--- src/rtl/i2c_slave_byte_ctrl_if.sv ---
// Register-side and pad-side signal bundle of the I2C responder byte engine.
interface i2c_slave_byte_ctrl_if;
  logic       Scl_i;
  logic       Sda_i;
  logic       Sda_oe;
  logic [7:0] Rx_data;
  logic       Rx_valid;
  logic       Rx_nack;
  logic [7:0] Tx_data;
  logic       Tx_req;
  logic       Rw;
  logic       Busy;

  // Responder (design) side
  modport slave (
    input  Scl_i, Sda_i, Rx_nack, Tx_data,
    output Sda_oe, Rx_data, Rx_valid, Tx_req, Rw, Busy
  );

  // Bus master / register client side
  modport master (
    output Scl_i, Sda_i, Rx_nack, Tx_data,
    input  Sda_oe, Rx_data, Rx_valid, Tx_req, Rw, Busy
  );
endinterface

--- src/rtl/i2c_slave_byte_ctrl.sv ---
// I2C responder byte engine: START/STOP detection, 7-bit address match,
// per-byte ACK/NACK, receive to register port and transmit from register port.
// SCL is never driven; SDA is open-drain through Sda_oe.
module i2c_slave_byte_ctrl #(
  parameter logic [6:0]  SLV_ADDR = 7'h50,
  parameter int unsigned SIZE     = 3
) (
  input  logic Clk,
  input  logic Rst_n,
  i2c_slave_byte_ctrl_if.slave bus
);

  typedef enum logic [2:0] {
    IDLE, ADDR, ADDR_ACK, RX, RX_ACK, TX, TX_ACK, WAIT_STOP
  } state_t;

  localparam logic [SIZE-1:0] CNT_LOAD = SIZE'(7);

  state_t          state;
  logic [SIZE-1:0] cnt;
  logic [6:0]      shifter;
  logic            bit8;
  logic            nack_q;

  logic scl_s1, scl_s2, scl_d;
  logic sda_s1, sda_s2, sda_d;

  logic       scl_rise, scl_fall, start_det, stop_det, addr_hit;
  logic [7:0] shift_in;

  // Two-flop synchroniser plus one delay flop per bus line
  always_ff @(posedge Clk or negedge Rst_n) begin
    if (!Rst_n) begin
      scl_s1 <= 1'b1; scl_s2 <= 1'b1; scl_d <= 1'b1;
      sda_s1 <= 1'b1; sda_s2 <= 1'b1; sda_d <= 1'b1;
    end else begin
      scl_s1 <= bus.Scl_i; scl_s2 <= scl_s1; scl_d <= scl_s2;
      sda_s1 <= bus.Sda_i; sda_s2 <= sda_s1; sda_d <= sda_s2;
    end
  end

  // Bus events and the byte being assembled from the current SDA sample
  always_comb begin
    scl_rise  = scl_s2 & ~scl_d;
    scl_fall  = ~scl_s2 & scl_d;
    start_det = scl_s2 & scl_d & sda_d & ~sda_s2;
    stop_det  = scl_s2 & scl_d & ~sda_d & sda_s2;
    shift_in  = {shifter, sda_s2};
    addr_hit  = (shift_in[7:1] == SLV_ADDR) && (shift_in[7:1] != 7'h00);
  end

  // Byte/ACK sequencer with registered bus and register-port outputs.
  // Busy doubles as the address-matched flag inside ADDR.
  // In TX the shifter holds only the bits not yet on the bus; bit7 is
  // driven straight from Tx_data when the byte is loaded.
  always_ff @(posedge Clk or negedge Rst_n) begin
    if (!Rst_n) begin
      state        <= IDLE;
      cnt          <= CNT_LOAD;
      shifter      <= '0;
      bit8         <= 1'b0;
      nack_q       <= 1'b0;
      bus.Sda_oe   <= 1'b0;
      bus.Rx_data  <= '0;
      bus.Rx_valid <= 1'b0;
      bus.Tx_req   <= 1'b0;
      bus.Rw       <= 1'b0;
      bus.Busy     <= 1'b0;
    end else begin
      bus.Rx_valid <= 1'b0;
      bus.Tx_req   <= 1'b0;
      if (stop_det) begin
        state      <= IDLE;
        bus.Busy   <= 1'b0;
        bus.Sda_oe <= 1'b0;
        bit8       <= 1'b0;
      end else if (start_det) begin
        state      <= ADDR;
        bus.Busy   <= 1'b0;
        bus.Sda_oe <= 1'b0;
        cnt        <= CNT_LOAD;
        bit8       <= 1'b0;
      end else begin
        case (state)
          IDLE: bus.Sda_oe <= 1'b0;

          ADDR: begin
            if (scl_rise) begin
              shifter <= shift_in[6:0];
              if (cnt == '0) begin
                cnt  <= CNT_LOAD;
                bit8 <= 1'b1;
                if (addr_hit) begin
                  bus.Rw   <= sda_s2;
                  bus.Busy <= 1'b1;
                end
              end else begin
                cnt <= cnt - 1'b1;
              end
            end else if (scl_fall && bit8) begin
              bit8 <= 1'b0;
              if (bus.Busy) begin
                bus.Sda_oe <= 1'b1;
                state      <= ADDR_ACK;
              end else begin
                state <= WAIT_STOP;
              end
            end
          end

          ADDR_ACK: begin
            if (scl_rise) begin
              bus.Tx_req <= bus.Rw;
            end else if (scl_fall) begin
              cnt <= CNT_LOAD;
              if (bus.Rw) begin
                shifter    <= bus.Tx_data[6:0];
                bus.Sda_oe <= ~bus.Tx_data[7];
                state      <= TX;
              end else begin
                bus.Sda_oe <= 1'b0;
                state      <= RX;
              end
            end
          end

          RX: begin
            if (scl_rise) begin
              shifter <= shift_in[6:0];
              if (cnt == '0) begin
                cnt          <= CNT_LOAD;
                bit8         <= 1'b1;
                bus.Rx_data  <= shift_in;
                bus.Rx_valid <= 1'b1;
                nack_q       <= bus.Rx_nack;
              end else begin
                cnt <= cnt - 1'b1;
              end
            end else if (scl_fall && bit8) begin
              bit8       <= 1'b0;
              bus.Sda_oe <= ~nack_q;
              state      <= RX_ACK;
            end
          end

          RX_ACK: begin
            if (scl_fall) begin
              bus.Sda_oe <= 1'b0;
              state      <= nack_q ? WAIT_STOP : RX;
            end
          end

          TX: begin
            if (scl_rise) begin
              if (cnt == '0) begin
                cnt  <= CNT_LOAD;
                bit8 <= 1'b1;
              end else begin
                cnt <= cnt - 1'b1;
              end
            end else if (scl_fall) begin
              if (bit8) begin
                bit8       <= 1'b0;
                bus.Sda_oe <= 1'b0;
                state      <= TX_ACK;
              end else begin
                bus.Sda_oe <= ~shifter[6];
                shifter    <= {shifter[5:0], 1'b0};
              end
            end
          end

          TX_ACK: begin
            if (scl_rise) begin
              if (!sda_s2) bus.Tx_req <= 1'b1;
              else         state      <= WAIT_STOP;
            end else if (scl_fall) begin
              cnt        <= CNT_LOAD;
              shifter    <= bus.Tx_data[6:0];
              bus.Sda_oe <= ~bus.Tx_data[7];
              state      <= TX;
            end
          end

          WAIT_STOP: bus.Sda_oe <= 1'b0;

          default: begin
            bus.Sda_oe <= 1'b0;
            state      <= IDLE;
          end
        endcase
      end
    end
  end

endmodule

--- src/flat_wrapper.sv ---
// flat-port wrapper written by rule: the top's interface ports become plain ports
module i2c_slave_byte_ctrl_flat 
#(
  parameter logic [6:0]  SLV_ADDR = 7'h50,
  parameter int unsigned SIZE     = 3
)
  (Clk, Rst_n, bus_Scl_i, bus_Sda_i, bus_Rx_nack, bus_Tx_data, bus_Sda_oe, bus_Rx_data, bus_Rx_valid, bus_Tx_req, bus_Rw, bus_Busy);
  i2c_slave_byte_ctrl_if bus_i ();
  input  logic Clk;
  input  logic Rst_n;
  input wire logic [$bits(bus_i.Scl_i)-1:0] bus_Scl_i;
  input wire logic [$bits(bus_i.Sda_i)-1:0] bus_Sda_i;
  input wire logic [$bits(bus_i.Rx_nack)-1:0] bus_Rx_nack;
  input wire logic [$bits(bus_i.Tx_data)-1:0] bus_Tx_data;
  output wire logic [$bits(bus_i.Sda_oe)-1:0] bus_Sda_oe;
  output wire logic [$bits(bus_i.Rx_data)-1:0] bus_Rx_data;
  output wire logic [$bits(bus_i.Rx_valid)-1:0] bus_Rx_valid;
  output wire logic [$bits(bus_i.Tx_req)-1:0] bus_Tx_req;
  output wire logic [$bits(bus_i.Rw)-1:0] bus_Rw;
  output wire logic [$bits(bus_i.Busy)-1:0] bus_Busy;
  assign bus_i.Scl_i = bus_Scl_i;
  assign bus_i.Sda_i = bus_Sda_i;
  assign bus_i.Rx_nack = bus_Rx_nack;
  assign bus_i.Tx_data = bus_Tx_data;
  assign bus_Sda_oe = bus_i.Sda_oe;
  assign bus_Rx_data = bus_i.Rx_data;
  assign bus_Rx_valid = bus_i.Rx_valid;
  assign bus_Tx_req = bus_i.Tx_req;
  assign bus_Rw = bus_i.Rw;
  assign bus_Busy = bus_i.Busy;
  i2c_slave_byte_ctrl #(.SLV_ADDR(SLV_ADDR), .SIZE(SIZE)) u_core (.Clk(Clk), .Rst_n(Rst_n), .bus(bus_i));
endmodule
--- config.mk ---
export PLATFORM = sky130hd
export DESIGN_NAME = i2c_slave_byte_ctrl_flat
export DESIGN_NICKNAME = d
export VERILOG_FILES = /design/src/rtl/i2c_slave_byte_ctrl_if.sv /design/src/rtl/i2c_slave_byte_ctrl.sv /design/src/flat_wrapper.sv
export SDC_FILE = /design/constraint.sdc
export NUM_CORES = 1
export LEC_CHECK = 0
export CORE_MARGIN = 3
export CORE_UTILIZATION = 55
export DETAILED_ROUTE_END_ITERATION = 7
export GPL_TIMING_DRIVEN = 1
export PLACE_DENSITY_LB_ADDON = 0.15
export SYNTH_ARGS = -nofsm -noshare
export SYNTH_HDL_FRONTEND = slang
export SYNTH_SLANG_ARGS = --single-unit
--- constraint.sdc ---
create_clock -name Clk -period 5.4 [get_ports Clk]
set_input_delay 1.08 -clock Clk [delete_from_list [all_inputs] [get_ports Clk]]
set_output_delay 1.08 -clock Clk [all_outputs]
set_load 0.1 [all_outputs]
==> flow_summary.json, run 1 <==
{
  "insertedDiodeCount": 0,
  "cts_tree": "yes",
  "nets": 217,
  "rows": 20,
  "cts.htree.levels": 2,
  "io-pin-count": 26,
  "maxSlewHeadroom_pct": 34.8,
  "hp-class": "flop to flop",
  "drtPass1Iterations": 4,
  "cts_resized": 0,
  "finalPower_mw": 1.10,
  "grt_pass1_vias": 1440,
  "start_util_pct": 58.1,
  "drc": 0,
  "startpoint_type": "flop",
  "vias": 1471,
  "cpMaxStageDelayCell": "clkdlybuf4s50_1",
  "status": "finished, final reports clean",
  "path_cells": "clkdlybuf4s50_1",
  "holdWs_ns": 0.361,
  "hold_viol_final": 0,
  "worstPathArrival_ns": 1.98,
  "utilization_pct": 69.2,
  "clock-sinks": 34,
  "cp_max_fo": 7,
  "period_share_pct": 56.7,
  "p_leak_nw": 0.961,
  "fmax_mhz": 326,
  "crit_buf_inv": 1,
  "wl_um": 3880,
  "setup_viol": 0,
  "ys_ff_latch": 34,
  "die_h_um": 63.0,
  "async_reset_ff_share_pct": 100,
  "die_w_um": 63.0,
  "rsz0062_at_grt": "false",
  "fin_worst_skew_ns": 0.00751,
  "grt_pass1_wl_um": 6840,
  "path_delay_family": "buffers and inverters",
  "cts-root-buf": "clkbuf_4",
  "finalSetupTns_ns": 0,
  "netlist_area_sq_um": 1790,
  "fin_crit_ns": 3.06,
  "dp_hpwl_um": 2650,
  "synth_cell_types": 49,
  "hold_buffers": 0,
  "ant_nets": 0,
  "syn_inst": 178,
  "die_area_sq_um": 3970,
  "cp.depth": 1,
  "drive_gt1_share_pct": 15.3,
  "gp_congestion": 0.923,
  "wire_per_inst_um": 15.7,
  "port_buffers": 25,
  "vias_per_cell": 5.96,
  "antenna_found_initial": 0,
  "tightest_slew_ns": 0.975,
  "synth_nets": 193,
  "yosys_warnings": 0,
  "critPathKind": "flop to output port",
  "final_cell_mix": "nand2_1, clkdlybuf4s50_1, dfrtp_1",
  "drt-initial-drc-count": 103,
  "end_kind": "output port",
  "grt_max_degree": 35,
  "overflow": 0,
  "worstSkewPairLatency_ns": 0.35,
  "cts_setup_buffers": 0,
  "synth-seq-area-share_pct": 48.2,
  "rr_worst_depth": 5,
  "core_sq_um": 3080,
  "hold_depth": 0,
  "cap_violations": 0,
  "cts-buffers-inserted": 5,
  "yosys_most_used_dff": "dfrtp_1",
  "power_density_nw_per_um2": 515,
  "ir_drop_mv": 0.240,
  "synthToLayoutAreaGrowth_pct": 19.2,
  "cts_buffer_depth": 2,
  "avgSynthCellArea_sq_um": 10.0,
  "track_usage_pct": 21.9,
  "n_fill_cell": 237,
  "max_stage_delay_ns": 1.17,
  "slew_violations": 0,
  "cts.reportedPaths.clkPinSlew_ns": 0.11,
  "synth-edff-count": 0,
  "crit_required_ns": 4.32,
  "final_common_cell": "nand2_1"
}
metal layers:
layer	track usage (%)	vias up	share of wire, %
li1	-	681	-
met1	29.6	718	43
met2	33.2	61	48
met3	5.76	11	6.8
met4	8.82	0	1.8
met5	0	-	0
cell type report:
cell class	count	area, sq um	share of cell area (%)
flip-flops and latches	34	862	40.5
multi-input cells	128	851	39.9
repair buffers	26	258	12.1
clock buffers	8	78.8	3.70
well taps	44	55.1	2.58
inverters	7	26.3	1.23
final timing paths:
path | startpoint | end | slack, ns
setup reg to reg | u_core.state[1] | u_core.shifter[3] | 3.20
min in group asynchronous | Rst_n | u_core.state[2] | 1.12
setup / recovery | u_core.bus.Rw | bus_Rw | 2.34
hold / removal | u_core.scl_s1 | u_core.scl_s2 | 0.36
max in group asynchronous | Rst_n | u_core.scl_s1 | 3.94
hold reg to reg | u_core.scl_s1 | u_core.scl_s2 | 0.36
power by group:
group / internal [mW] / switching [mW] / total, mW
sequential: 0.333 / 0.102 / 0.435
clock: 0.0889 / 0.0876 / 0.177
combinational: 0.194 / 0.292 / 0.485
total: 0.615 / 0.482 / 1.10
flip-flops by register name, summed over array words and instances (netlist names):
name                 cells
u_core.bit8              1
u_core.bus.Busy          1
u_core.bus.Rw            1
u_core.bus.Rx_data       8
u_core.bus.Rx_valid      1
u_core.bus.Sda_oe        1
u_core.bus.Tx_req        1
u_core.cnt               3
u_core.nack_q            1
u_core.scl_d             1
u_core.scl_s1            1
u_core.scl_s2            1
u_core.sda_d             1
u_core.sda_s1            1
u_core.sda_s2            1
u_core.shifter           7
u_core.state             3
Yosys cell counts (all sizes together), types with 2 or more instances:
cell type | n | area (sq um)
dfrtp | 25 | 626
a31oi | 3 | 18.8
nand2 | 31 | 116
o22ai | 4 | 25.0
a21oi | 6 | 30.0
o21ai | 9 | 45.0
o31ai | 2 | 15.0
a21boi | 2 | 15.0
dfstp | 9 | 236
mux2 | 18 | 203
inv | 7 | 26.3
nor3 | 3 | 15.0
o311ai | 2 | 17.5
nand3 | 7 | 40.0
clkbuf | 4 | 15.0
a21o | 3 | 22.5
nor2b | 5 | 31.3
nor2 | 4 | 15.0
a221oi | 2 | 23.8
buf | 5 | 33.8
ha | 2 | 25.0
nand2b | 7 | 46.3
per-stage QoR:
step | cell area, sq um | cells | worst slack (ns)
2_1_floorplan | 1790 | 178 | 3.36
3_3_place_gp | 2050 | 239 | 2.75
3_5_place_dp | 2050 | 239 | 2.71
4_1_cts | 2130 | 247 | 2.32
5_1_grt | 2130 | 247 | 2.28
6_report | 2130 | 247 | 2.34
cells by family (layout without fill, tap and decap cells):
logic type | Yosys count | after routing | share of synthesized area (%)
adders and majority gates | 2 | 2 | 1.40
and+or+nand+nor | 62 | 62 | 16.6
AOI/OAI and AO/OA | 44 | 44 | 17.2
DFF | 34 | 34 | 48.2
buffers and inverters | 16 | 41 | 4.20
xor gates and xnor gates | 1 | 1 | 0.490
muxes | 19 | 19 | 11.9
Power figures use the tool's default switching activity.
==> inputs of run 2 (changes only) <==
--- a/config.mk
+++ b/config.mk
@@ -6,7 +6,7 @@
 export NUM_CORES = 1
 export LEC_CHECK = 0
 export CORE_MARGIN = 3
-export CORE_UTILIZATION = 55
+export CORE_UTILIZATION = 48
 export DETAILED_ROUTE_END_ITERATION = 7
 export GPL_TIMING_DRIVEN = 1
 export PLACE_DENSITY_LB_ADDON = 0.15
==> constraint.sdc (replaced) <==
create_clock -name Clk -period 2.7 [get_ports Clk]
set_input_delay 0.54 -clock Clk [delete_from_list [all_inputs] [get_ports Clk]]
set_output_delay 0.54 -clock Clk [all_outputs]
set_load 0.1 [all_outputs]
==> flow_summary.json, run 2 (same netlist as run 1, synthesis figures left out) <==
{
  "status": "finished, final reports clean",
  "die_h_um": 67.0,
  "gp_congestion": 0.892,
  "hp-class": "flop to flop",
  "drtPass1Iterations": 4,
  "vias_per_cell": 5.79,
  "wire_per_inst_um": 15.4,
  "vias": 1442,
  "fmax_mhz": 477,
  "cts-root-buf": "clkbuf_8",
  "cts_resized": 0,
  "crit_required_ns": 2.86,
  "cts-buffers-inserted": 5,
  "cts_setup_buffers": 0,
  "grt_pass1_vias": 1329,
  "final_area_sq_um": 2130,
  "regArea_sq_um": 862,
  "ir_drop_mv": 0.568,
  "grt_pass1_wl_um": 6360,
  "core_sq_um": 3470,
  "setup_viol": 0,
  "io-pin-count": 26,
  "startpoint_type": "flop",
  "die_area_sq_um": 4490,
  "placed_cells": 241,
  "cts.htree.levels": 2,
  "grtUsageMet2_pct": 29.7,
  "top_usage_layer": "met2",
  "dp_hpwl_um": 2720,
  "drc": 0,
  "period_share_pct": 77.7,
  "fin_crit_ns": 2.10,
  "synthToLayoutAreaGrowth_pct": 19.2,
  "cap_violations": 0,
  "grt_max_degree": 35,
  "insertedDiodeCount": 0,
  "port_buffers": 25,
  "post_dp_cell_area_sq_um": 2020,
  "drt-initial-drc-count": 136,
  "critPathKind": "flop to flop",
  "power_density_nw_per_um2": 1060,
  "overflow": 0,
  "n_fill_cell": 305,
  "met3_usage_pct": 4.72,
  "cts_tree": "yes",
  "track_usage_pct": 19.1,
  "p_leak_nw": 1.00,
  "final_cell_mix": "nand2_1, dfrtp_1, buf_4",
  "die_w_um": 67.0,
  "ant_nets": 0,
  "nets": 217,
  "end_kind": "flop",
  "tightest_slew_ns": 0.589,
  "worstPathArrival_ns": 2.26,
  "final_common_cell": "nand2_1",
  "cts_buffer_depth": 2,
  "maxSlewHeadroom_pct": 60.6,
  "pre_cts_ws_ns": 0.648,
  "clock-sinks": 34,
  "multi_input_area_sq_um": 851,
  "top_regs": "u_core.bus.Rx_data: 8 flops, u_core.shifter: 7 flops",
  "cts.reportedPaths.clkPinSlew_ns": 0.07,
  "regMostFlops": "u_core.bus.Rx_data",
  "setup_ws_ns": 0.602,
  "wl_um": 3830,
  "rows": 21,
  "worstSkewPairLatency_ns": 0.29,
  "finalSetupTns_ns": 0,
  "instances_no_fill": 249,
  "antenna_found_initial": 0,
  "drive_gt1_share_pct": 21.7,
  "finalPower_mw": 2.26,
  "hold_buffers": 0,
  "start_util_pct": 51.6,
  "slew_violations": 0,
  "rsz0062_at_grt": "false",
  "hold_viol_final": 0,
  "fin_worst_skew_ns": 0.00722,
  "largest_register_ffs": 8,
  "cp_max_fo": 19,
  "grt_util_met1_pct": 25.1
}
-- run 2: changes by cell type in the layout (fill, tap and decap cells not counted) --
cell,previous run,this run
clkbuf_8,3,8
clkbuf_4,5,0
buf_4,1,14
clkdlybuf4s50_1,25,12
-- run 2: routing by layer --
metal / share of wire, % / vias up / wire (um)
met5: 0 / - / 0
met2: 48 / 68 / 1820
met4: 2.5 / 0 / 95
met3: 6.8 / 11 / 260
met1: 43 / 679 / 1650
li1: - / 684 / -
-- run 2: report_power, final --
group          internal, mW  switching, mW
logic                 0.378          0.579
clock network         0.257          0.179
registers             0.667          0.195
total                  1.30          0.954
-- run 2: worst paths after layout --
| check | slack (ns) | cells after the start | to | startpoint |
|---|---|---|---|---|
| setup / recovery | 0.60 | 5 | u_core.shifter[1] | u_core.state[1] |
| hold / removal | 0.36 | 0 | u_core.sda_s2 | u_core.sda_s1 |
| setup reg to reg | 0.60 | 5 | u_core.shifter[1] | u_core.state[1] |
| hold reg to reg | 0.36 | 0 | u_core.sda_s2 | u_core.sda_s1 |
| max in group asynchronous | 1.70 | 2 | u_core.sda_s1 | Rst_n |
| min in group asynchronous | 0.65 | 2 | u_core.bus.Sda_oe | Rst_n |
-- run 2: layout make-up --
type                    instances  share of cell area, %
multi-input cells             128                   39.9
flip-flops and latches         34                   40.4
inverters                       7                   1.23
clock buffers                   8                   5.16
well taps                      46                   2.70
repair buffers                 26                   10.6
-- run 2: critical path, stage by stage, from the launching register on --
cell,delay (ns)
dfrtp_1,0.67
nor2b_1,0.39
a21oi_1,0.12
o22ai_1,0.19
nand3_2,0.22
mux2_1,0.38
-- run 2: metrics by stage --
stage / util, % / hold slack [ns]
after CTS: 61.5 / 0.357
after global routing: 61.5 / 0.360
after global placement: 58.3 / 0.346
after detailed placement: 58.3 / 0.348
after floorplan: - / 0.244
final: 61.5 / 0.357
==> inputs of run 3 (changes only) <==
--- a/config.mk
+++ b/config.mk
@@ -6,7 +6,7 @@
 export NUM_CORES = 1
 export LEC_CHECK = 0
 export CORE_MARGIN = 3
-export CORE_UTILIZATION = 48
+export CORE_UTILIZATION = 53
 export DETAILED_ROUTE_END_ITERATION = 7
 export GPL_TIMING_DRIVEN = 1
 export PLACE_DENSITY_LB_ADDON = 0.15
==> constraint.sdc (replaced) <==
create_clock -name Clk -period 2.1 [get_ports Clk]
set_input_delay 0.42 -clock Clk [delete_from_list [all_inputs] [get_ports Clk]]
set_output_delay 0.42 -clock Clk [all_outputs]
set_load 0.1 [all_outputs]
==> flow_summary.json, run 3 (same netlist as run 1, synthesis figures left out) <==
{
  "drt-initial-drc-count": 123,
  "post_dp_cell_area_sq_um": 2080,
  "power_frac_comb_pct": 47.2,
  "p_seq_share_pct": 37.2,
  "rr_endpoint": "u_core.state[0]",
  "core_sq_um": 3130,
  "worstSkewPairLatency_ns": 0.34,
  "min_to": "u_core.scl_s2",
  "grt_pass1_vias": 1484,
  "cts_tree": "yes",
  "p_int_mw": 1.62,
  "overflow": 0,
  "port_buffers": 25,
  "hold_start": "u_core.scl_s1",
  "critPathKind": "flop to flop",
  "pre_cts_ws_ns": 0.149,
  "worstPathArrival_ns": 2.21,
  "path_cells": "nor2b_1 -> a21o_1 -> a21oi_1 -> a221oi_2 -> mux2_1",
  "drtPass1Iterations": 4,
  "setup_viol": 0,
  "fin_crit_ns": 1.98,
  "cts-root-buf": "clkbuf_4",
  "gp_congestion": 0.868,
  "vias": 1512,
  "hp-class": "flop to flop",
  "hold_viol_final": 0,
  "io-pin-count": 26,
  "maxSlewHeadroom_pct": 68.5,
  "power_density_nw_per_um2": 1330,
  "cap_violations": 0,
  "drc": 0,
  "ant_nets": 0,
  "die_w_um": 64.1,
  "dp_hpwl_um": 2870,
  "finalSetupTns_ns": 0,
  "final_area_sq_um": 2160,
  "cts_setup_buffers": 0,
  "clock-sinks": 34,
  "nets": 225,
  "final_common_cell": "nand2_1",
  "cts.reportedPaths.clkPinSlew_ns": 0.11,
  "hold_depth": 0,
  "max_stage_delay_ns": 0.65,
  "p_leak_nw": 1.03,
  "r2r_start": "u_core.state[0]",
  "end_kind": "flop",
  "start_util_pct": 57.2,
  "startpoint_type": "flop",
  "rsz0062_at_grt": "false",
  "clock_power_share_pct": 15.7,
  "crit_required_ns": 2.34,
  "path_delay_family": "flip-flops",
  "regMostFlops": "u_core.bus.Rx_data",
  "synthToLayoutAreaGrowth_pct": 20.9,
  "insertedDiodeCount": 0,
  "setup_ws_ns": 0.123,
  "largest_register_ffs": 8,
  "track_usage_pct": 21.8,
  "cpMaxStageDelayCell": "dfrtp_1",
  "drive_gt1_share_pct": 25.1,
  "r2r_slack_ns": 0.12,
  "power.net_switching_mw": 1.25,
  "slew_violations": 0,
  "cts-buffers-inserted": 5,
  "period_share_pct": 94.1,
  "swShare_pct": 43.5,
  "cp_max_fo": 17,
  "ir_drop_mv": 0.645,
  "top_regs": "u_core.bus.Rx_data: 8 flops, u_core.shifter: 7 flops",
  "cts_buffer_depth": 2,
  "tightest_slew_ns": 0.473,
  "fmax_mhz": 506,
  "crit_buf_inv": 0,
  "rows": 20,
  "wire_per_inst_um": 15.5,
  "grt_max_degree": 35,
  "die_h_um": 64.1,
  "status": "finished, final reports clean",
  "vias_per_cell": 5.93,
  "die_area_sq_um": 4110,
  "n_fill_cell": 243,
  "antenna_found_initial": 0,
  "wl_um": 3940,
  "cts.htree.levels": 2,
  "grt_pass1_wl_um": 7000,
  "fin_worst_skew_ns": 0.0131,
  "rr_worst_depth": 5,
  "final_cell_mix": "nand2_1, dfrtp_1, buf_4"
}
run 3: cell types whose count changed in the layout (fill, tap and decap cells not counted), sizes merged:
cell	change
buf	+8
run 3: worst max path at each step:
stage / cells past startpoint / slack [ns] / to / startpoint
CTS: 5 / 0.12 / u_core.shifter[5] / u_core.state[0]
global placement: 4 / 0.25 / u_core.state[0] / u_core.sda_s2
floorplan: 4 / 0.13 / u_core.shifter[0] / u_core.bus.Rw
global route: 5 / 0.02 / u_core.state[0] / u_core.state[0]
detailed placement: 5 / 0.15 / u_core.shifter[5] / u_core.state[0]
finish: 5 / 0.12 / u_core.state[0] / u_core.state[0]
run 3: area by class of cell:
cell class,instances,area (sq um),area share [%]
well taps,44,55.1,2.55
inverters,7,26.3,1.22
multi-input cells,128,853,39.5
clock buffers,8,78.8,3.65
repair buffers,34,285,13.2
flip-flops and latches,34,862,39.9
run 3: power groups by stage:
stage          clock, mW  combinational, mW  sequential (mW)
3_5_place_dp           0               1.34             1.08
2_1_floorplan          0              0.872             1.20
3_3_place_gp           0               1.31             1.07
6_report           0.450               1.36             1.07
5_1_grt            0.494               1.50             1.10
4_1_cts            0.459               1.35             1.06
run 3: metal layers:
metal,global-route usage [%],share of wire [%]
met2,33.0,46
met5,0,0
met1,28.9,44
met4,8.63,1.5
met3,6.85,8.2
run 3: worst register-to-register path: cells and delay by family, from the launching register on:
| kind | cells | cell delay [ns] |
|---|---|---|
| flip-flops | 1 | 0.65 |
| AO/OA/AOI/OAI | 3 | 0.58 |
| multiplexers | 1 | 0.35 |
| AND/OR/NAND/NOR | 1 | 0.29 |
run 3: repair_timing:
action | 4_1_cts | 5_1_grt
hold buffers | 0 | 0
endpoints found under the setup margin | 0 | 7
gates resized for setup | 0 | 1
run 3: per-stage QoR:
stage                     total power, mW  utilization (%)  hold WS (ns)  std cells
final                                2.88             69.1         0.345        255
after global routing                 3.09             69.1         0.352        255
after CTS                            2.87             69.0         0.346        255
after detailed placement             2.42             66.5         0.348        247
after global placement               2.38             66.5         0.345        247
after floorplan                      2.07                -         0.124        178
==> RTL edit, RTL diff (flow settings as in run 3) <==
Re-encode `state_t` (8 states) as Gray code, 3 bits wide.
--- a/src/rtl/i2c_slave_byte_ctrl.sv
+++ b/src/rtl/i2c_slave_byte_ctrl.sv
@@ -12,5 +12,5 @@
 
   typedef enum logic [2:0] {
-    IDLE, ADDR, ADDR_ACK, RX, RX_ACK, TX, TX_ACK, WAIT_STOP
+    IDLE = 3'b000, ADDR = 3'b001, ADDR_ACK = 3'b011, RX = 3'b010, RX_ACK = 3'b110, TX = 3'b111, TX_ACK = 3'b101, WAIT_STOP = 3'b100
   } state_t;
 
Check against the original RTL: no difference found for any inputs over 10 cycles, from zero or initial values and one cycle with Rst_n low; not proved beyond that.
==> RTL edit against run 3 <==
  * Worst setup slack better by 8.1 ps
  * Clock skew hardly changed
  * Cell area is 3.1% higher
  * Clock power is 4.9% higher
  * First-iteration DRC count is 11% lower
  * Area after synthesis is 3.9% higher
  * Wire length is 1.7% higher
  * Non-clock buffer count stayed put
  * Via count is 1.5% lower
  * Power is 14% lower
  * Count of clock-buffer cells in the layout is 1 lower
  * Sequential cell count stayed put
==> RTL edit: results (changes against run 3) <==
- The number of input and output port buffers inserted was 25 (unchanged).
- Number of cells upsized or downsized after cts: 0 (unchanged)
- Data arrives at the worst endpoint at 2200 ps.
- The netlist area before placement was 1860 sq um (was 1790 sq um).
- Placer congestion estimate: 0.937 (was 0.868)
* Diode count: 0 (unchanged)
- The proportion of synthesized chip area in sequential cells came to 46.4% (was 48.2%).
* Registers with the most flip-flops: u_core.bus.Rx_data x8, u_core.shifter x7 (unchanged)
- After clock tree synthesis, the clock-pin slew on the worst setup and hold paths is 100 ps.
- Critical-path maximum fanout: 11 (was 17)
- TritonCTS buffer count: 5 (unchanged)
- The iteration-0 DRC count of the detailed router was 110 (was 123).
- Top cells by area, synth: sky130_fd_sc_hd__dfrtp_1 34%, sky130_fd_sc_hd__mux2_2 16%, sky130_fd_sc_hd__dfstp_2 13% (was sky130_fd_sc_hd__dfrtp_1 35%, sky130_fd_sc_hd__dfstp_2 13%, sky130_fd_sc_hd__nand2_1 6.5%)
- The total nets after synthesis came to 190 (was 193).
- The worst-case vdd ir drop is 0.612 mV (was 0.645 mV).
* List of most frequent post-synthesis cells: 27 x sky130_fd_sc_hd__mux2_2, 25 x sky130_fd_sc_hd__dfrtp_1, 15 x sky130_fd_sc_hd__nor2_1 (was 31 x sky130_fd_sc_hd__nand2_1, 25 x sky130_fd_sc_hd__dfrtp_1, 9 x sky130_fd_sc_hd__dfstp_2, 9 x sky130_fd_sc_hd__mux2_1, 9 x sky130_fd_sc_hd__mux2_2)
- Initial antenna violation count: 0 (unchanged)
- Leakage component of the power: 1.01 nW (was 1.03 nW)
- Number of setup buffers added after CTS: 0 (unchanged)
- Async set or reset register ratio after synthesis: 100% (unchanged)
* Sum of routed wire length over all layers: 4010 um (was 3940 um)
* Path category of the worst min-delay check: reg -> reg (unchanged)
- Net count, final: 224 (was 225)
- Actual transition at the worst max-transition pin: 456 ps (was 473 ps)
* Vias in the first global route: 1390 (was 1484)
* Root cell of the clock tree: sky130_fd_sc_hd__clkbuf_4 (unchanged)
* # H-tree levels: 2 (unchanged)
- GR Util All Layers: 20.6% (was 21.8%)
- Distinct cell type count of the synthesized netlist: 42 (was 49)
- Global-route wire length before repair: 6650 um (was 7000 um)
- Status: complete, no violations (unchanged).
* CTS Buffer Depth: 2 (unchanged)
- Final clock skew: 13.0 ps (was 13.1 ps)
* Pre-Repair DR Iteration Count: 4 (unchanged)
- The most frequently used flop master after synthesis is sky130_fd_sc_hd__dfrtp_1 (unchanged).
* Fraction of final layout cells with drive strength greater than 1: 33.3% (was 25.1%)
* Detail Placement HPWL: 2920 um (was 2870 um)
- Vias per cell: 5.86 (was 5.93)
* Clock latency on the worst-skew pair: 350 ps
## RTL edit: path summary, 6_finish.rpt
check                                         from  cells past startpoint                       endpoint  slack (ps)
max                        u_core.scl_s2$_DFF_PN1_                      4  u_core.shifter[1]$_DFFE_PN0P_         130
min                        u_core.sda_s1$_DFF_PN1_                      0        u_core.sda_s2$_DFF_PN1_         370
max reg2reg                u_core.scl_s2$_DFF_PN1_                      4  u_core.shifter[1]$_DFFE_PN0P_         130
min reg2reg                u_core.sda_s1$_DFF_PN1_                      0        u_core.sda_s2$_DFF_PN1_         370
max in group asynchronous                    Rst_n                      2      u_core.cnt[1]$_DFFE_PN1P_        1290
min in group asynchronous                    Rst_n                      2    u_core.bus.Busy$_DFFE_PN0P_         460
## RTL edit: logic make-up after synthesis
| family | after synthesis | share of synthesized area [%] |
|---|---|---|
| buffers and inverters | 16 | 4.24 |
| AO/OA/AOI/OAI | 41 | 15.0 |
| AND/OR/NAND/NOR | 51 | 14.3 |
| XOR/XNOR | 3 | 1.82 |
| adder cells (fa/ha/maj) | 2 | 1.35 |
| flip-flops | 34 | 46.4 |
| multiplexers | 28 | 16.9 |
## RTL edit: cell type report
| type | instances | area [sq um] |
|---|---|---|
| clock buffer | 7 | 45.0 |
| clock inverter | 1 | 30.0 |
| fill | 267 | 975 |
| inverter | 9 | 33.8 |
| multi-input combinational | 125 | 917 |
| sequential | 34 | 862 |
| tap | 44 | 55.1 |
| timing repair buffer | 34 | 285 |
## RTL edit: metrics by stage
stage | cell area [sq um] | hold slack [ps] | worst slack (ps) | std cells
2_1_floorplan | 1860 | 124 | 58.7 | 175
3_3_place_gp | 2150 | 346 | 197 | 246
3_5_place_dp | 2150 | 353 | 174 | 246
4_1_cts | 2230 | 367 | 156 | 254
5_1_grt | 2230 | 370 | 33.9 | 254
6_report | 2230 | 366 | 131 | 254
## RTL edit: worst max-delay path, stage by stage, from the launching register on
cell	delay, ps
sky130_fd_sc_hd__dfstp_2	630
sky130_fd_sc_hd__nand2b_1	140
sky130_fd_sc_hd__o31ai_1	270
sky130_fd_sc_hd__and4_1	430
sky130_fd_sc_hd__mux2_2	390
## RTL edit: layer usage
metal  track usage, %  routed length, um  part of all wire, %
met5                0                  0                    0
met4             8.55                112                  2.8
met3             6.84                320                  8.0
met2             30.8               1820                   45
met1             27.5               1760                   44
## RTL edit: power breakdown
part	internal (mW)	switching, mW
Sequential	0.815	0.140
Clock	0.252	0.219
Combinational	0.478	0.569
Total	1.55	0.928
